File: src/rtl/pipe_cla_pkg.sv
// Shared constants for the pipelined CLA adder/subtractor family.
package pipe_cla_pkg;

  localparam int unsigned DefaultWidth = 32;

  // Saturation bounds for the default width (max positive / min negative).
  localparam logic [DefaultWidth-1:0] SatMax = {1'b0, {(DefaultWidth-1){1'b1}}};
  localparam logic [DefaultWidth-1:0] SatMin = {1'b1, {(DefaultWidth-1){1'b0}}};

  // Flow control: a beat moves on valid & ready; s2_ready = ~out_valid | out_ready,
  // in_ready = ~s1_valid | s2_ready, both combinational so a full pipe refills in one cycle.

endpackage

File: src/rtl/pipe_cla_sub_32_if.sv
// Operand/result handshake bundle for pipe_cla_sub_32.
interface pipe_cla_sub_32_if
  import pipe_cla_pkg::*;
#(
  parameter int unsigned WIDTH = DefaultWidth
);
  logic             in_valid;
  logic             in_ready;
  logic [WIDTH-1:0] a;
  logic [WIDTH-1:0] b;
  logic             bin;
  logic             out_valid;
  logic             out_ready;
  logic [WIDTH-1:0] diff;
  logic             bout;
  logic             ovf;

  modport master (
    output in_valid, a, b, bin, out_ready,
    input  in_ready, out_valid, diff, bout, ovf
  );

  modport slave (
    input  in_valid, a, b, bin, out_ready,
    output in_ready, out_valid, diff, bout, ovf
  );
endinterface

File: src/rtl/cla_nbit.sv
// Combinational N-bit carry-look-ahead adder built from bit generate/propagate terms.
module cla_nbit #(
  parameter int unsigned N = 16
) (
  input  logic [N-1:0] a,
  input  logic [N-1:0] b,
  input  logic         cin,
  output logic [N-1:0] sum,
  output logic         cout
);
  logic [N-1:0] g;
  logic [N-1:0] p;
  logic [N:0]   carry;

  assign g = a & b;
  assign p = a ^ b;

  // Each carry is the flattened lookahead sum of products, not a ripple chain.
  always_comb begin
    logic cc;
    logic pp;
    cc       = 1'b0;
    pp       = 1'b1;
    carry    = '0;
    carry[0] = cin;
    for (int i = 0; i < int'(N); i++) begin
      cc = 1'b0;
      pp = 1'b1;
      for (int j = i; j >= 0; j--) begin
        cc = cc | (pp & g[j]);
        pp = pp & p[j];
      end
      carry[i+1] = cc | (pp & cin);
    end
  end

  assign sum  = p ^ carry[N-1:0];
  assign cout = carry[N];
endmodule

File: src/rtl/pipe_cla_sub_32.sv
// Two-stage pipelined CLA subtractor (diff = a - b - bin) with valid/ready on both sides.
// Define PIPE_CLA_SUB_SAT_EN to saturate diff on signed overflow.
module pipe_cla_sub_32
  import pipe_cla_pkg::*;
#(
  parameter int unsigned WIDTH = DefaultWidth
) (
  input logic              clk,
  input logic              rst,
  pipe_cla_sub_32_if.slave bus
);
  localparam int unsigned HALF = WIDTH / 2;

  logic             s1_valid_q;
  logic [HALF-1:0]  lo_q;
  logic             c_mid_q;
  logic [HALF-1:0]  a_hi_q;
  logic [HALF-1:0]  b_hi_q;
  logic             out_valid_q;
  logic [WIDTH-1:0] diff_q;
  logic             bout_q;
  logic             ovf_q;

  logic             s2_ready;
  logic             in_ready;
  logic             in_fire;
  logic [HALF-1:0]  lo_sum;
  logic             lo_cout;
  logic [HALF-1:0]  hi_sum;
  logic             hi_cout;
  logic [WIDTH-1:0] diff_d;
  logic             bout_d;
  logic             ovf_d;

  assign s2_ready = ~out_valid_q | bus.out_ready;
  assign in_ready = ~s1_valid_q | s2_ready;
  assign in_fire  = bus.in_valid & in_ready;

  // Subtraction as a + ~b + ~bin; the low-half carry hands the borrow to stage 2.
  cla_nbit #(.N(HALF)) u_cla_lo (
    .a    (bus.a[HALF-1:0]),
    .b    (~bus.b[HALF-1:0]),
    .cin  (~bus.bin),
    .sum  (lo_sum),
    .cout (lo_cout)
  );

  cla_nbit #(.N(HALF)) u_cla_hi (
    .a    (a_hi_q),
    .b    (~b_hi_q),
    .cin  (c_mid_q),
    .sum  (hi_sum),
    .cout (hi_cout)
  );

  always_comb begin
    bout_d = ~hi_cout;
    ovf_d  = (a_hi_q[HALF-1] != b_hi_q[HALF-1]) & (hi_sum[HALF-1] != a_hi_q[HALF-1]);
`ifdef PIPE_CLA_SUB_SAT_EN
    if (ovf_d) begin
      diff_d = a_hi_q[HALF-1] ? {1'b1, {(WIDTH-1){1'b0}}} : {1'b0, {(WIDTH-1){1'b1}}};
    end else begin
      diff_d = {hi_sum, lo_q};
    end
`else
    diff_d = {hi_sum, lo_q};
`endif
  end

  always_ff @(posedge clk) begin
    if (rst) begin
      s1_valid_q  <= 1'b0;
      lo_q        <= '0;
      c_mid_q     <= 1'b0;
      a_hi_q      <= '0;
      b_hi_q      <= '0;
      out_valid_q <= 1'b0;
      diff_q      <= '0;
      bout_q      <= 1'b0;
      ovf_q       <= 1'b0;
    end else begin
      if (in_fire) begin
        s1_valid_q <= 1'b1;
        lo_q       <= lo_sum;
        c_mid_q    <= lo_cout;
        a_hi_q     <= bus.a[WIDTH-1:HALF];
        b_hi_q     <= bus.b[WIDTH-1:HALF];
      end else if (s2_ready) begin
        s1_valid_q <= 1'b0;
      end
      if (s2_ready) begin
        out_valid_q <= s1_valid_q;
        if (s1_valid_q) begin
          diff_q <= diff_d;
          bout_q <= bout_d;
          ovf_q  <= ovf_d;
        end
      end
    end
  end

  assign bus.in_ready  = in_ready;
  assign bus.out_valid = out_valid_q;
  assign bus.diff      = diff_q;
  assign bus.bout      = bout_q;
  assign bus.ovf       = ovf_q;
endmodule

File: src/flat_wrapper.sv
// flat-port wrapper written by rule: the top's interface ports become plain ports
module pipe_cla_sub_32_flat import pipe_cla_pkg::*;
#(
  parameter int unsigned WIDTH = DefaultWidth
)
  (clk, rst, bus_in_valid, bus_a, bus_b, bus_bin, bus_out_ready, bus_in_ready, bus_out_valid, bus_diff, bus_bout, bus_ovf);
  pipe_cla_sub_32_if #(.WIDTH(WIDTH)) bus_i ();
  input logic clk;
  input logic rst;
  input wire logic [$bits(bus_i.in_valid)-1:0] bus_in_valid;
  input wire logic [$bits(bus_i.a)-1:0] bus_a;
  input wire logic [$bits(bus_i.b)-1:0] bus_b;
  input wire logic [$bits(bus_i.bin)-1:0] bus_bin;
  input wire logic [$bits(bus_i.out_ready)-1:0] bus_out_ready;
  output wire logic [$bits(bus_i.in_ready)-1:0] bus_in_ready;
  output wire logic [$bits(bus_i.out_valid)-1:0] bus_out_valid;
  output wire logic [$bits(bus_i.diff)-1:0] bus_diff;
  output wire logic [$bits(bus_i.bout)-1:0] bus_bout;
  output wire logic [$bits(bus_i.ovf)-1:0] bus_ovf;
  assign bus_i.in_valid = bus_in_valid;
  assign bus_i.a = bus_a;
  assign bus_i.b = bus_b;
  assign bus_i.bin = bus_bin;
  assign bus_i.out_ready = bus_out_ready;
  assign bus_in_ready = bus_i.in_ready;
  assign bus_out_valid = bus_i.out_valid;
  assign bus_diff = bus_i.diff;
  assign bus_bout = bus_i.bout;
  assign bus_ovf = bus_i.ovf;
  pipe_cla_sub_32 #(.WIDTH(WIDTH)) u_core (.clk(clk), .rst(rst), .bus(bus_i));
endmodule
File: config.mk
export PLATFORM = sky130hd
export DESIGN_NAME = pipe_cla_sub_32_flat
export DESIGN_NICKNAME = d
export VERILOG_FILES = /design/src/rtl/pipe_cla_pkg.sv /design/src/rtl/pipe_cla_sub_32_if.sv /design/src/rtl/cla_nbit.sv /design/src/rtl/pipe_cla_sub_32.sv /design/src/flat_wrapper.sv
export SDC_FILE = /design/constraint.sdc
export NUM_CORES = 1
export LEC_CHECK = 0
export ABC_AREA = 1
export CAP_MARGIN = 20
export CORE_MARGIN = 4
export CORE_UTILIZATION = 56
export CTS_CLUSTER_SIZE = 28
export DETAILED_ROUTE_END_ITERATION = 12
export PLACE_DENSITY_LB_ADDON = 0.08
export SETUP_SLACK_MARGIN = 0.5
export SYNTH_ARGS = -nofsm -noshare
export SYNTH_HDL_FRONTEND = slang
export SYNTH_SLANG_ARGS = --single-unit
File: constraint.sdc
create_clock -name clk -period 5.2 [get_ports clk]
set_clock_uncertainty 0.05 [all_clocks]
set_input_delay 0.52 -clock clk [delete_from_list [all_inputs] [get_ports clk]]
set_output_delay 0.52 -clock clk [all_outputs]
set_load 0.05 [all_outputs]
# Word-level counts from Yosys, hierarchy flattened
# Index checks and enable logic that the tools add are counted.
# totals
register_bits,85
latchBits,0
mem_bits_rw,0
romBits,0
inputBits,69
out_inout_bits,36
elab_cells,815
memories,0
# classes
add_sub_neg,0
mul,0
div_mod_pow,0
n_lt_le_gt_ge,0
n_eq_ne,2
n_shift,0
mux,2
bitwise_logic,800
n_reduce_logical,2
# ops
cell,count
$and A1 B1 Y1,514
$or A1 B1 Y1,274
$xor A16 B16 Y16,4
$and A16 B16 Y16,2
$not A16 Y16,2
$not A1 Y1,4
$mux W1,2
$ne A1 B1 Y1,2
$reduce_and A2 Y1,1
$reduce_bool A2 Y1,1

# Longest topological paths before layout
# Gate-level depths: netlist of the first run.
# depth
word_depth,21
ltp_mapped,15
mapped_depth_nobuf,14

# Hierarchy
# A second synthesis of the first run with hierarchy kept.
# hier_totals
cells_unflattened,825
hier_area_um2,5630.4
# modules_own_cells
mod,instances,cells_per_inst,area_each_um2,seq_area_each_um2
pipe_cla_sub_32,1,469,3583.4,1701.6
cla_nbit,2,178,1023.5,0.0

# Worst setup path before layout of the first run
# Ideal clock, no wire load.
# synth_timing
kind,reg-to-reg
from,"register u_core.out_valid_q, in the netlist u_core.bus.out_valid"
to,register u_core.lo_q[15]
setup_time_ns,0.117
arrival_time_ns,2.069
required_time_ns,5.033
setup_slack_ns,2.964
path_stages_with_launch,7
path_buffers,1
synth_period_minus_slack_ns,2.236
path_cell_list,dfxtp_1 -> nand3_1 -> nand2_1 -> inv_2 -> buf_2 -> o21ai_0 -> nor2_1
# synth_between
elab_chain_cells,4
# synth_rtl
element,line_no,source
from (decl),pipe_cla_sub_32.sv:19,logic out_valid_q;
from (signal assigned),pipe_cla_sub_32.sv:92,out_valid_q <= s1_valid_q;
$not A1 Y1,pipe_cla_sub_32.sv:35,assign s2_ready = ~out_valid_q | bus.out_ready;
$or A1 B1 Y1,pipe_cla_sub_32.sv:35,
$or A1 B1 Y1,pipe_cla_sub_32.sv:36,assign in_ready = ~s1_valid_q | s2_ready;
via bus_in_ready,flat_wrapper.sv:15,output wire logic [$bits(bus_i.in_ready)-1:0] bus_in_ready;
$and A1 B1 Y1,pipe_cla_sub_32.sv:37,assign in_fire = bus.in_valid & in_ready;
to (signal assigned),pipe_cla_sub_32.sv:84,lo_q <= lo_sum;
to (decl),pipe_cla_sub_32.sv:15,logic [HALF-1:0] lo_q;
# The timed path passes the listed nets, and every way through them passes these cells.
# A chain may end at the register's enable or synchronous reset.

==> PnR_summary.wiki, run 1 <==
{| class="wikitable"
! Metric !! Value
|-
| Status || finished, final reports clean
|-
| Total internal power || ~1.1 mW
|-
| Hold-critical path endpoint || u_core.bus.diff[2]
|-
| Most repeated cell in the gate-level netlist after synthesis || sky130_fd_sc_hd__nor2_1
|-
| Area growth, synth to finish || 26.15%
|-
| Prevailing post-synth register cell || sky130_fd_sc_hd__dfxtp_1
|-
| Largest net degree at the start of global routing || 65
|-
| Setup TNS || 0 ns
|-
| Cts repair resizes || 0
|-
| Detailed-router iteration count before antenna repair || 4
|-
| Max-slew headroom || 25.97%
|-
| Placed instance count || 919
|-
| Number of buffers inserted during clock tree synthesis || 9
|-
| Finished Cell Area || ~6200 sq um
|-
| Placement-stage worst setup slack || approximately 2.1 ns
|-
| Post-synthesis cell count || 733
|-
| Sequential fraction of the synthesis area || 34.67%
|-
| Part of the cycle the worst path needs || a little over half
|-
| Setup Buffers After CTS || 0
|-
| Core ar. || 8382 sq um
|-
| Non-filler instance count after layout || 935
|-
| Via-per-instance ratio || 5.326
|-
| Static leakage power || 2.995 nW
|-
| Ys async rst share || 0%
|-
| Final weighted congestion in routability-driven placement || 0.9316
|-
| Worst Path Class, Setup || input port to flop
|-
| Maximum clock rate || between 0.3 and 0.4 GHz
|-
| Floorplan die width || 101.6 um
|-
| Maximum ir drop on the vdd rail || 133.0 uV
|-
| WP buf/inv || 3
|-
| Number of remaining DRC errors || 0
|-
| Count of input and output buffers || 104
|-
| FF-to-FF path depth || 6
|-
| Library cells used by synthesis || 34
|-
| Sum of net half-perimeters after detailed placement || just under 10000 um
|-
| Detail-routed net length per standard cell || 13.79 um
|-
| Least-Margin Pin Slew || around 1.1 ns
|-
| WHS Path Cells || 2
|-
| Total grt overflow || 0
|-
| Hold path startpoint || u_core.lo_q[2]
|-
| Maximum clock path buffer count || 2
|-
| Required time reported for the critical path endpoint || approximately 5.4 ns
|-
| Worst-path cell chain || clkdlybuf4s50_1 -> inv_1 -> buf_4 -> o21ai_0 -> a21oi_1
|-
| Slack of the worst reg-to-reg path || 2.77 ns
|-
| Number of setup violations in the final report || 0
|-
| Crit start category || input port
|-
| Fraction of layout instances using a drive strength above 1 || 4.458%
|-
| Number of filler instances in the final layout || 686
|-
| First-pass GRT wire length || 21130 um
|-
| Yosys top cell by area || sky130_fd_sc_hd__dfxtp_1
|-
| Clock group share of total power || a little over a quarter
|-
| Clk pin slew, worst setup/hold paths || 0.08 ns
|-
| Number of global-route vias before repair || around 4600
|-
| Initial cell density of the core || 58.56%
|-
| Vias || 4980
|-
| Count of antenna diodes in the layout || 0
|-
| Initial antenna violation count || 0
|-
| Arrival time of data at the critical path endpoint || 3.07 ns
|-
| Post-cts hold buffer count || 0
|-
| Avg Synthesized Cell Area || 6.696 sq um
|-
| Cell area power density || 287.9 nW/um^2
|-
| CP delay by family, top || buffers and inverters
|-
| Comb power frac || 32.1%
|-
| Chip height || 101.6 um
|-
| Slowest-stage cell, CP || sky130_fd_sc_hd__clkdlybuf4s50_1
|-
| Crit path setup slack, layout || 2.345 ns
|-
| Total number of H-tree levels || 3
|-
| Count of routing violations after the opening detailed-route iteration || 224
|-
| Post-Syn Nets || roughly 840
|-
| Top cells by area in the synthesized netlist || sky130_fd_sc_hd__dfxtp_1 35%, sky130_fd_sc_hd__nor2_1 8.7%, sky130_fd_sc_hd__nand2_1 8.5%
|-
| Maximum net fanout on the critical path || 36
|-
| Hold/Removal Path Class || flop to flop
|-
| Time the worst path needs with I/O delays and setup || 2.855 ns
|-
| Cell area after placement || approximately 6000 sq um
|-
| Max_cap viols || 0
|-
| Number of warnings printed during yosys synthesis || 0
|-
| Unrepaired setup endpoints after global routing || false
|-
| Reg-to-reg startpoint || u_core.bus.out_valid
|-
| Capture point of the worst reg-to-reg path || u_core.lo_q[11]
|-
| Number of enable-type register cells in the synthesized netlist || 0
|-
| Sw Pwr || 0.6364 mW
|-
| Die Area || 10330 sq um
|-
| Maximum single-stage delay on the critical path || 0.98 ns
|-
| Hold violation count in the final report || 0
|-
| Skew-Pair Late Insertion Delay || 0.36 ns
|-
| Sequential share of power || 40.9%
|-
| Type of destination of the critical path || flop
|-
| CTS tree || done
|-
| Final max-slew violation count || 0
|-
| Root cell of the clock tree || sky130_fd_sc_hd__clkbuf_8
|-
| Overall routing resource usage || about 25%
|-
| Clock net sink count || 85
|-
| Number of register bits inferred by synthesis || 85
|-
| Switching part of the total || 35.70%
|-
| Rows || 33
|-
| Combined area of all synthesized cells || 4908 sq um
|-
| Post-detailed-routing wire length || 12900 um
|-
| Number of placed I/O pins || 105
|-
| Post-synth top cells || 114 x sky130_fd_sc_hd__nor2_1, 111 x sky130_fd_sc_hd__nand2_1, 110 x sky130_fd_sc_hd__inv_1
|-
| Number of antenna-violating nets in the routed design || 0
|-
| Net total in the final layout || 928
|-
| Top-area cell type share of the netlist area || 34.67%
|}
-- final cells by class --
type | count | area [sq um] | share of cell area (%)
clock inverters | 6 | 71.32 | 1.152
multi-input cells | 508 | 2673 | 43.16
flip-flops and latches | 85 | 1702 | 27.48
repair buffers | 106 | 1056 | 17.05
well taps | 105 | 131.4 | 2.122
inverters | 115 | 431.7 | 6.971
clock buffers | 10 | 127.6 | 2.061
-- tightest hold or removal path: cells and delay by family (launching register included) --
family          cells  cell delay, ns
buf+inv             1            0.06
compound gates      1            0.06
flops               1            0.30
-- power by group through the flow --
| stage | logic (mW) | registers, mW | clock network [mW] |
|---|---|---|---|
| final | 0.571 | 0.730 | 0.481 |
| after global routing | 0.634 | 0.736 | 0.512 |
| after CTS | 0.567 | 0.730 | 0.487 |
| after detailed placement | 0.563 | 0.745 | 0 |
| after global placement | 0.553 | 0.742 | 0 |
| after floorplan | 0.317 | 0.812 | 0 |
-- worst max-delay path by stage --
stage,startpoint,end,slack [ns],cells after the start
after global placement,rst,u_core.b_hi_q[0],2.14,5
after detailed placement,rst,u_core.b_hi_q[12],2.07,5
after global routing,rst,u_core.b_hi_q[0],2.22,5
after floorplan,u_core.bus.out_valid,u_core.lo_q[15],2.96,6
after CTS,rst,u_core.b_hi_q[0],2.41,5
final,rst,u_core.b_hi_q[0],2.34,5
-- logic make-up (layout without fill, tap and decap cells) --
family / after synthesis / in the layout / share of synthesized area [%]
AOI/OAI and AO/OA: 154 / 154 / 16.14
xor gates and xnor gates: 17 / 17 / 3.033
adders and majority gates: 34 / 34 / 8.973
buffers and inverters: 140 / 237 / 10.94
DFF: 85 / 85 / 34.67
and+or+nand+nor: 303 / 303 / 26.26
-- through the flow --
step                      power, mW  hold slack [ns]  utilization (%)
after floorplan               1.129           0.3797                -
after global placement        1.295           0.3878            71.50
after detailed placement      1.307           0.3929            71.50
after CTS                     1.784           0.4055            73.88
after global routing          1.882           0.4422            73.88
final                         1.783           0.4093            73.88
-- layout by cell type (no fill, tap or decap), types with 2 or more instances in the layout --
cell / Yosys / routed
sky130_fd_sc_hd__nand4_1: 10 / 10
sky130_fd_sc_hd__a31oi_1: 2 / 2
sky130_fd_sc_hd__a21oi_1: 65 / 65
sky130_fd_sc_hd__inv_6: 0 / 2
sky130_fd_sc_hd__inv_1: 110 / 110
sky130_fd_sc_hd__fa_1: 2 / 2
sky130_fd_sc_hd__buf_4: 1 / 2
sky130_fd_sc_hd__nand2_2: 9 / 10
sky130_fd_sc_hd__nor2_1: 114 / 114
sky130_fd_sc_hd__nor3_1: 3 / 3
sky130_fd_sc_hd__nor4_1: 3 / 3
sky130_fd_sc_hd__xnor2_1: 4 / 4
sky130_fd_sc_hd__inv_2: 5 / 5
sky130_fd_sc_hd__clkinvlp_4: 0 / 2
sky130_fd_sc_hd__clkbuf_8: 0 / 9
sky130_fd_sc_hd__o211ai_1: 3 / 3
sky130_fd_sc_hd__clkdlybuf4s50_1: 0 / 104
sky130_fd_sc_hd__o21ai_0: 80 / 80
sky130_fd_sc_hd__nand2_1: 111 / 110
sky130_fd_sc_hd__dfxtp_1: 85 / 85
sky130_fd_sc_hd__ha_1: 32 / 32
sky130_fd_sc_hd__nand3_1: 44 / 44
sky130_fd_sc_hd__nand3b_1: 3 / 3
sky130_fd_sc_hd__xor2_1: 13 / 13
-- sequential cells by signal, summed over array words and instances, names as in the netlist --
signal,count
u_core.bus.diff,32
u_core.a_hi_q,16
u_core.b_hi_q,16
u_core.lo_q,16
u_core.bus.bout,1
u_core.bus.out_valid,1
u_core.bus.ovf,1
u_core.c_mid_q,1
u_core.s1_valid_q,1
-- routing by layer --
metal / vias to the layer above / track usage [%] / wire (um)
li1: 2540 / - / -
met1: 2260 / 34.79 / 5955
met2: 162 / 41.65 / 5911
met3: 18 / 4.270 / 890
met4: 0 / 7.157 / 139
met5: - / 0 / 0
Note: power is estimated with default switching activity, not from simulation.
==> inputs of run 2 (changes only) <==
--- a/config.mk
+++ b/config.mk
@@ -8,7 +8,7 @@
 export ABC_AREA = 1
 export CAP_MARGIN = 20
 export CORE_MARGIN = 4
-export CORE_UTILIZATION = 56
+export CORE_UTILIZATION = 52
 export CTS_CLUSTER_SIZE = 28
 export DETAILED_ROUTE_END_ITERATION = 12
 export PLACE_DENSITY_LB_ADDON = 0.08
==> constraint.sdc (replaced) <==
create_clock -name clk -period 2.7 [get_ports clk]
set_clock_uncertainty 0.05 [all_clocks]
set_input_delay 0.27 -clock clk [delete_from_list [all_inputs] [get_ports clk]]
set_output_delay 0.27 -clock clk [all_outputs]
set_load 0.05 [all_outputs]
==> PnR_summary.wiki, run 2 (same netlist as run 1, synthesis figures left out) <==
{| class="wikitable"
! Metric !! Value
|-
| Fin util || between 60 and 70%
|-
| Sum of net half-perimeters after detailed placement || about 9800 um
|-
| Least-Margin Pin Slew || 0.7081 ns
|-
| Maximum ir drop on the vdd rail || between 300 and 400 uV
|-
| WHS Path Cells || 2
|-
| Max reg flops || 32
|-
| Initial antenna violation count || 0
|-
| Max-slew headroom || 52.73%
|-
| Required time reported for the critical path endpoint || 2.38 ns
|-
| Initial cell density of the core || 53.37%
|-
| Slack of the worst reg-to-reg path || 0.70 ns
|-
| Clk pin slew, worst setup/hold paths || roughly 0.09 ns
|-
| Count of input and output buffers || 104
|-
| Cell area power density || 561.0 nW/um^2
|-
| Count of routing violations after the opening detailed-route iteration || 148
|-
| Hold/Removal Path Class || flop to flop
|-
| Finished Cell Area || around 6300 sq um
|-
| Arrival time of data at the critical path endpoint || 1.68 ns
|-
| Most frequent standard cell in the layout excluding fill and tap cells || sky130_fd_sc_hd__nor2_1
|-
| Worst-path cell chain || clkdlybuf4s50_1 -> inv_1 -> nand3_2 -> clkdlybuf4s50_1
|-
| Fraction of layout instances using a drive strength above 1 || 5.854%
|-
| Detail-routed net length per standard cell || roughly 13 um
|-
| Part of the cycle the worst path needs || 74.07%
|-
| Non-filler instance count after layout || 948
|-
| Final weighted congestion in routability-driven placement || 0.9139
|-
| Maximum clock path buffer count || 2
|-
| Hold-critical path endpoint || u_core.bus.diff[4]
|-
| Number of remaining DRC errors || 0
|-
| CTS tree || done
|-
| Worst Path Class, Setup || input port to output pin
|-
| Skew-Pair Late Insertion Delay || around 0.35 ns
|-
| Post-detailed-routing wire length || around 13000 um
|-
| Vias || 4935
|-
| Die Area || around 11000 sq um
|-
| Maximum clock rate || approximately 0.50 GHz
|-
| Number of setup violations in the final report || 0
|-
| Worst path most repeated cell || sky130_fd_sc_hd__clkdlybuf4s50_1
|-
| Placed instance count || ~930
|-
| Crit start category || input port
|-
| Hold violation count in the final report || 0
|-
| Status || finished, final reports clean
|-
| Rows || 35
|-
| Final max-slew violation count || 0
|-
| FF-to-FF path depth || 11
|-
| Overall routing resource usage || 23.19%
|-
| WP buf/inv || 3
|-
| Largest net degree at the start of global routing || 64
|-
| Maximum net fanout on the critical path || 3
|-
| Via-per-instance ratio || 5.206
|-
| Max_cap viols || 0
|-
| Number of antenna-violating nets in the routed design || 0
|-
| Number of filler instances in the final layout || ~860
|-
| Slowest-stage cell, CP || sky130_fd_sc_hd__clkdlybuf4s50_1
|-
| Root cell of the clock tree || sky130_fd_sc_hd__clkbuf_8
|-
| Type of destination of the critical path || output pin
|-
| Overall power || 3.532 mW
|-
| Maximum single-stage delay on the critical path || just over 0.8 ns
|-
| Total number of H-tree levels || 3
|-
| Number of placed I/O pins || 105
|-
| Cell area after placement || between 6000 and 7000 sq um
|-
| Hold path startpoint || u_core.lo_q[4]
|-
| Area growth, synth to finish || 28.24%
|-
| CP delay by family, top || buffers and inverters
|-
| Number of buffers inserted during clock tree synthesis || 9
|-
| Unrepaired setup endpoints after global routing || false
|-
| Time the worst path needs with I/O delays and setup || about 2 ns
|-
| Count of antenna diodes in the layout || 0
|-
| Static leakage power || between 3 and 4 nW
|-
| Most used cells in the layout excluding fill and tap cells || 114 x sky130_fd_sc_hd__nor2_1, 110 x sky130_fd_sc_hd__inv_1, 110 x sky130_fd_sc_hd__nand2_1, 104 x sky130_fd_sc_hd__clkdlybuf4s50_1, 85 x sky130_fd_sc_hd__dfxtp_1
|-
| Total grt overflow || 0
|-
| Clock net sink count || 85
|-
| Net total in the final layout || roughly 940
|-
| Capture point of the worst reg-to-reg path || u_core.bus.diff[25]
|-
| Floorplan die width || 105.2 um
|-
| Chip height || around 110 um
|-
| Setup TNS || 0 ns
|-
| Core ar. || 9196 sq um
|-
| Detailed-router iteration count before antenna repair || 5
|-
| Number of global-route vias before repair || between 4000 and 5000
|-
| Reg-to-reg startpoint || u_core.b_hi_q[2]
|-
| First-pass GRT wire length || 21380 um
|}
## run 2: cell count changes in the layout (fill, tap and decap cells not counted), moves of 2 or more
cell	delta
sky130_fd_sc_hd__buf_4	+7
sky130_fd_sc_hd__clkinvlp_4	-2
sky130_fd_sc_hd__a21oi_1	-2
sky130_fd_sc_hd__a21oi_2	+2
## run 2: metrics by stage
stage / setup WS, ns / hold WS, ns
2_1_floorplan: 0.7034 / 0.3797
3_3_place_gp: 0.4285 / 0.3852
3_5_place_dp: 0.3639 / 0.3962
4_1_cts: 0.6199 / 0.4079
5_1_grt: 0.5333 / 0.4325
6_report: 0.7002 / 0.4065
## run 2: worst min-delay path: cells and delay by family, from the launching register on
| kind | cells | cell delay [ns] |
|---|---|---|
| compound gates | 1 | 0.05 |
| buf+inv | 1 | 0.06 |
| flops | 1 | 0.31 |
## run 2: worst max-delay path by stage
stage                          from  slack (ns)  cells after the start                  end
4_1_cts            u_core.b_hi_q[2]        0.62                     11  u_core.bus.diff[25]
3_3_place_gp              bus_b[10]        0.43                     13      u_core.lo_q[14]
5_1_grt            u_core.b_hi_q[1]        0.53                     11  u_core.bus.diff[25]
6_report              bus_out_ready        0.70                      4         bus_in_ready
3_5_place_dp              bus_b[10]        0.36                     13      u_core.lo_q[12]
2_1_floorplan  u_core.bus.out_valid        0.70                      6      u_core.lo_q[15]
## run 2: area by class of cell
type	instances	area [sq um]	area share, %
Multi-Input combinational cell	508	2688	42.70
Sequential cell	85	1702	27.03
Timing Repair Buffer	113	1109	17.61
Inverter	115	431.7	6.857
Tap cell	111	138.9	2.206
Clock buffer	9	123.9	1.968
Clock inverter	7	102.6	1.630
## run 2: metal layers
| layer | vias up | wire length, um | global-route usage, % | share of wire (%) |
|---|---|---|---|---|
| met5 | - | 0 | 0 | 0 |
| met4 | 0 | 292 | 7.685 | 2.3 |
| met3 | 23 | 518 | 3.274 | 4.1 |
| met2 | 111 | 6529 | 43.22 | 51 |
| met1 | 2243 | 5446 | 27.02 | 43 |
| li1 | 2558 | - | - | - |
## run 2: timing repair
action,in CTS,in global routing
resized for setup,0,3
setup endpoints to repair,0,5
hold buffers,0,0
buffers inserted,0,0
## run 2: report_power, final
group	internal, mW	switching (mW)	total (mW)
combinational	0.424	0.677	1.10
sequential	1.36	0.0496	1.40
clock	0.536	0.490	1.03
total	2.32	1.22	3.53
==> inputs of run 3 (changes only) <==
--- a/config.mk
+++ b/config.mk
@@ -8,7 +8,7 @@
 export ABC_AREA = 1
 export CAP_MARGIN = 20
 export CORE_MARGIN = 4
-export CORE_UTILIZATION = 52
+export CORE_UTILIZATION = 47
 export CTS_CLUSTER_SIZE = 28
 export DETAILED_ROUTE_END_ITERATION = 12
 export PLACE_DENSITY_LB_ADDON = 0.08
==> constraint.sdc (replaced) <==
create_clock -name clk -period 1.7 [get_ports clk]
set_clock_uncertainty 0.05 [all_clocks]
set_input_delay 0.17 -clock clk [delete_from_list [all_inputs] [get_ports clk]]
set_output_delay 0.17 -clock clk [all_outputs]
set_load 0.05 [all_outputs]
==> PnR_summary.wiki, run 3 (same netlist as run 1, synthesis figures left out) <==
{| class="wikitable"
! Metric !! Value
|-
| Count of input and output buffers || about 100
|-
| Die Area || 12140 sq um
|-
| Type of destination of the critical path || flop
|-
| Number of filler instances in the final layout || 633
|-
| Number of global-route vias before repair || ~5500
|-
| First-pass GRT wire length || 25140 um
|-
| Number of antenna-violating nets in the routed design || 0
|-
| Arrival time of data at the critical path endpoint || 2.12 ns
|-
| Sum of net half-perimeters after detailed placement || 10710 um
|-
| Rows || 37
|-
| Part of the cycle the worst path needs || 111.7%
|-
| Maximum clock rate || 0.5265 GHz
|-
| Setup TNS || -1.084 ns
|-
| Count of antenna diodes in the layout || 0
|-
| Initial cell density of the core || between 40% and 50%
|-
| Count of routing violations after the opening detailed-route iteration || 370
|-
| Number of setup violations in the final report || 12
|-
| Cell area power density || 768.9 nW/um^2
|-
| Via-per-instance ratio || 5.379
|-
| Final weighted congestion in routability-driven placement || just under 0.9
|-
| Root cell of the clock tree || sky130_fd_sc_hd__clkbuf_8
|-
| Total grt overflow || 0
|-
| Skew-Pair Late Insertion Delay || 0.37 ns
|-
| Unrepaired setup endpoints after global routing || true
|-
| Most used cells in the layout excluding fill and tap cells || 115 x sky130_fd_sc_hd__buf_4, 83 x sky130_fd_sc_hd__nor2_1, 75 x sky130_fd_sc_hd__inv_1, 71 x sky130_fd_sc_hd__nand2_1, 67 x sky130_fd_sc_hd__dfxtp_1
|-
| Chip height || 110.2 um
|-
| Worst Path Class, Setup || flop to flop
|-
| Total number of H-tree levels || 3
|-
| Max-slew headroom || 71.95%
|-
| Detailed-router iteration count before antenna repair || 5
|-
| Max_cap viols || 0
|-
| Area growth, synth to finish || 75.22%
|-
| Net total in the final layout || 1049
|-
| Hold/Removal Path Class || input port to flop
|-
| Core ar. || slightly above 10000 sq um
|-
| Finished Cell Area || 8601 sq um
|-
| Most frequent standard cell in the layout excluding fill and tap cells || sky130_fd_sc_hd__buf_4
|-
| Fin util || a little over four fifths
|-
| Violations in the final reports || setup timing
|-
| Maximum clock path buffer count || 2
|-
| Placed instance count || 1023
|-
| Maximum net fanout on the critical path || 4
|-
| Maximum ir drop on the vdd rail || 460.9 uV
|-
| Cell area after placement || 7008 sq um
|-
| Initial antenna violation count || 0
|-
| Final max-slew violation count || 0
|-
| Fraction of layout instances using a drive strength above 1 || 46.37%
|-
| Clk pin slew, worst setup/hold paths || 0.09 ns
|-
| Post-detailed-routing wire length || around 18000 um
|-
| Hold violation count in the final report || 0
|-
| Crit start category || flop
|-
| Time the worst path needs with I/O delays and setup || between 1.5 and 2 ns
|-
| Max reg flops || 32
|-
| Required time reported for the critical path endpoint || between 1.5 and 2 ns
|-
| Post-Route Hold Slack || roughly 0.29 ns
|-
| Status || finished with violations
|-
| Number of placed I/O pins || approximately 110
|-
| Static leakage power || 3.924 nW
|-
| Number of buffers inserted during clock tree synthesis || 9
|-
| Detail-routed net length per standard cell || 16.87 um
|-
| Floorplan die width || approximately 110 um
|-
| Largest net degree at the start of global routing || 61
|-
| CTS tree || done
|-
| Crit path setup slack, layout || -0.1992 ns
|-
| Vias || 5847
|-
| Number of remaining DRC errors || 0
|-
| Overall routing resource usage || 26.22%
|-
| Least-Margin Pin Slew || 0.4194 ns
|-
| Non-filler instance count after layout || 1087
|-
| Clock net sink count || 85
|}
==> run 3: cell types whose count changed in the layout (fill, tap and decap cells not counted), sizes merged <==
cell / previous run / this run
buf: 9 / 175
clkdlybuf4s50: 104 / 35
clkbuf: 9 / 19
clkdlybuf4s15: 0 / 5
dlygate4sd2: 0 / 5
inv: 119 / 114
clkinvlp: 0 / 2
bufinv: 2 / 1
nand2: 120 / 121
==> run 3: worst max-delay path, cell delays in order (launching register included) <==
cell,delay (ns)
sky130_fd_sc_hd__dfxtp_2,0.33
sky130_fd_sc_hd__inv_2,0.05
sky130_fd_sc_hd__ha_4,0.26
sky130_fd_sc_hd__a21oi_4,0.13
sky130_fd_sc_hd__o21ai_1,0.10
sky130_fd_sc_hd__buf_4,0.16
sky130_fd_sc_hd__a21oi_2,0.12
sky130_fd_sc_hd__nand3_1,0.14
sky130_fd_sc_hd__nand2_1,0.13
sky130_fd_sc_hd__nand2_1,0.07
sky130_fd_sc_hd__nand2_1,0.07
sky130_fd_sc_hd__nand3_2,0.07
sky130_fd_sc_hd__nand2_1,0.06
sky130_fd_sc_hd__inv_1,0.04
==> run 3: metal layers <==
layer / up-vias / track usage [%] / share of wire [%] / wire length (um)
li1: 2789 / - / - / -
met1: 2756 / 28.65 / 38 / 6901
met2: 226 / 50.52 / 52 / 9614
met3: 76 / 4.310 / 5.1 / 927
met4: 0 / 9.235 / 4.9 / 891
met5: - / 0 / 0 / 0
==> run 3: power breakdown <==
group	leakage (nW)	switching [mW]	internal, mW	total, mW
logic	3.12	1.57	1.30	2.88
clock network	0.0899	0.741	0.722	1.46
registers	0.710	0.116	2.16	2.27
total	3.92	2.43	4.18	6.61
==> run 3: per-stage QoR <==
stage / total power, mW / setup WS (ns)
after floorplan: 3.659 / 0.06775
after global placement: 4.410 / -0.3861
after detailed placement: 4.457 / -0.4392
after CTS: 6.155 / -0.03868
after global routing: 6.923 / -0.3007
final: 6.613 / -0.1992
==> run 3: timing repair <==
| action | 4_1_cts | 5_1_grt |
|---|---|---|
| resized for setup | 265 | 111 |
| cloned | 4 | 6 |
| setup endpoints to repair | 58 | 87 |
| setup buffers | 22 | 16 |
| hold buffers | 0 | 0 |
| pin swaps | 103 | 46 |
==> run 3: final cells by class <==
cell class                      instances  area [sq um]  share of cell area (%)
Timing Repair Buffer                  226          2258                   26.26
Multi-Input combinational cell        509          3767                   43.80
Clock buffer                           13         148.9                   1.731
Inverter                              115         479.2                   5.572
Tap cell                              136         170.2                   1.978
Sequential cell                        85          1732                   20.13
Clock inverter                          3         45.04                  0.5237
==> run 3: final timing paths <==
check | startpoint | to | slack (ns) | depth (start not counted)
setup / recovery | u_core.b_hi_q[7] | u_core.bus.diff[27] | -0.20 | 13
hold reg to reg | u_core.lo_q[1] | u_core.lo_q[1] | 0.42 | 2
setup reg to reg | u_core.b_hi_q[7] | u_core.bus.diff[27] | -0.20 | 13
hold / removal | bus_a[10] | u_core.lo_q[10] | 0.29 | 7
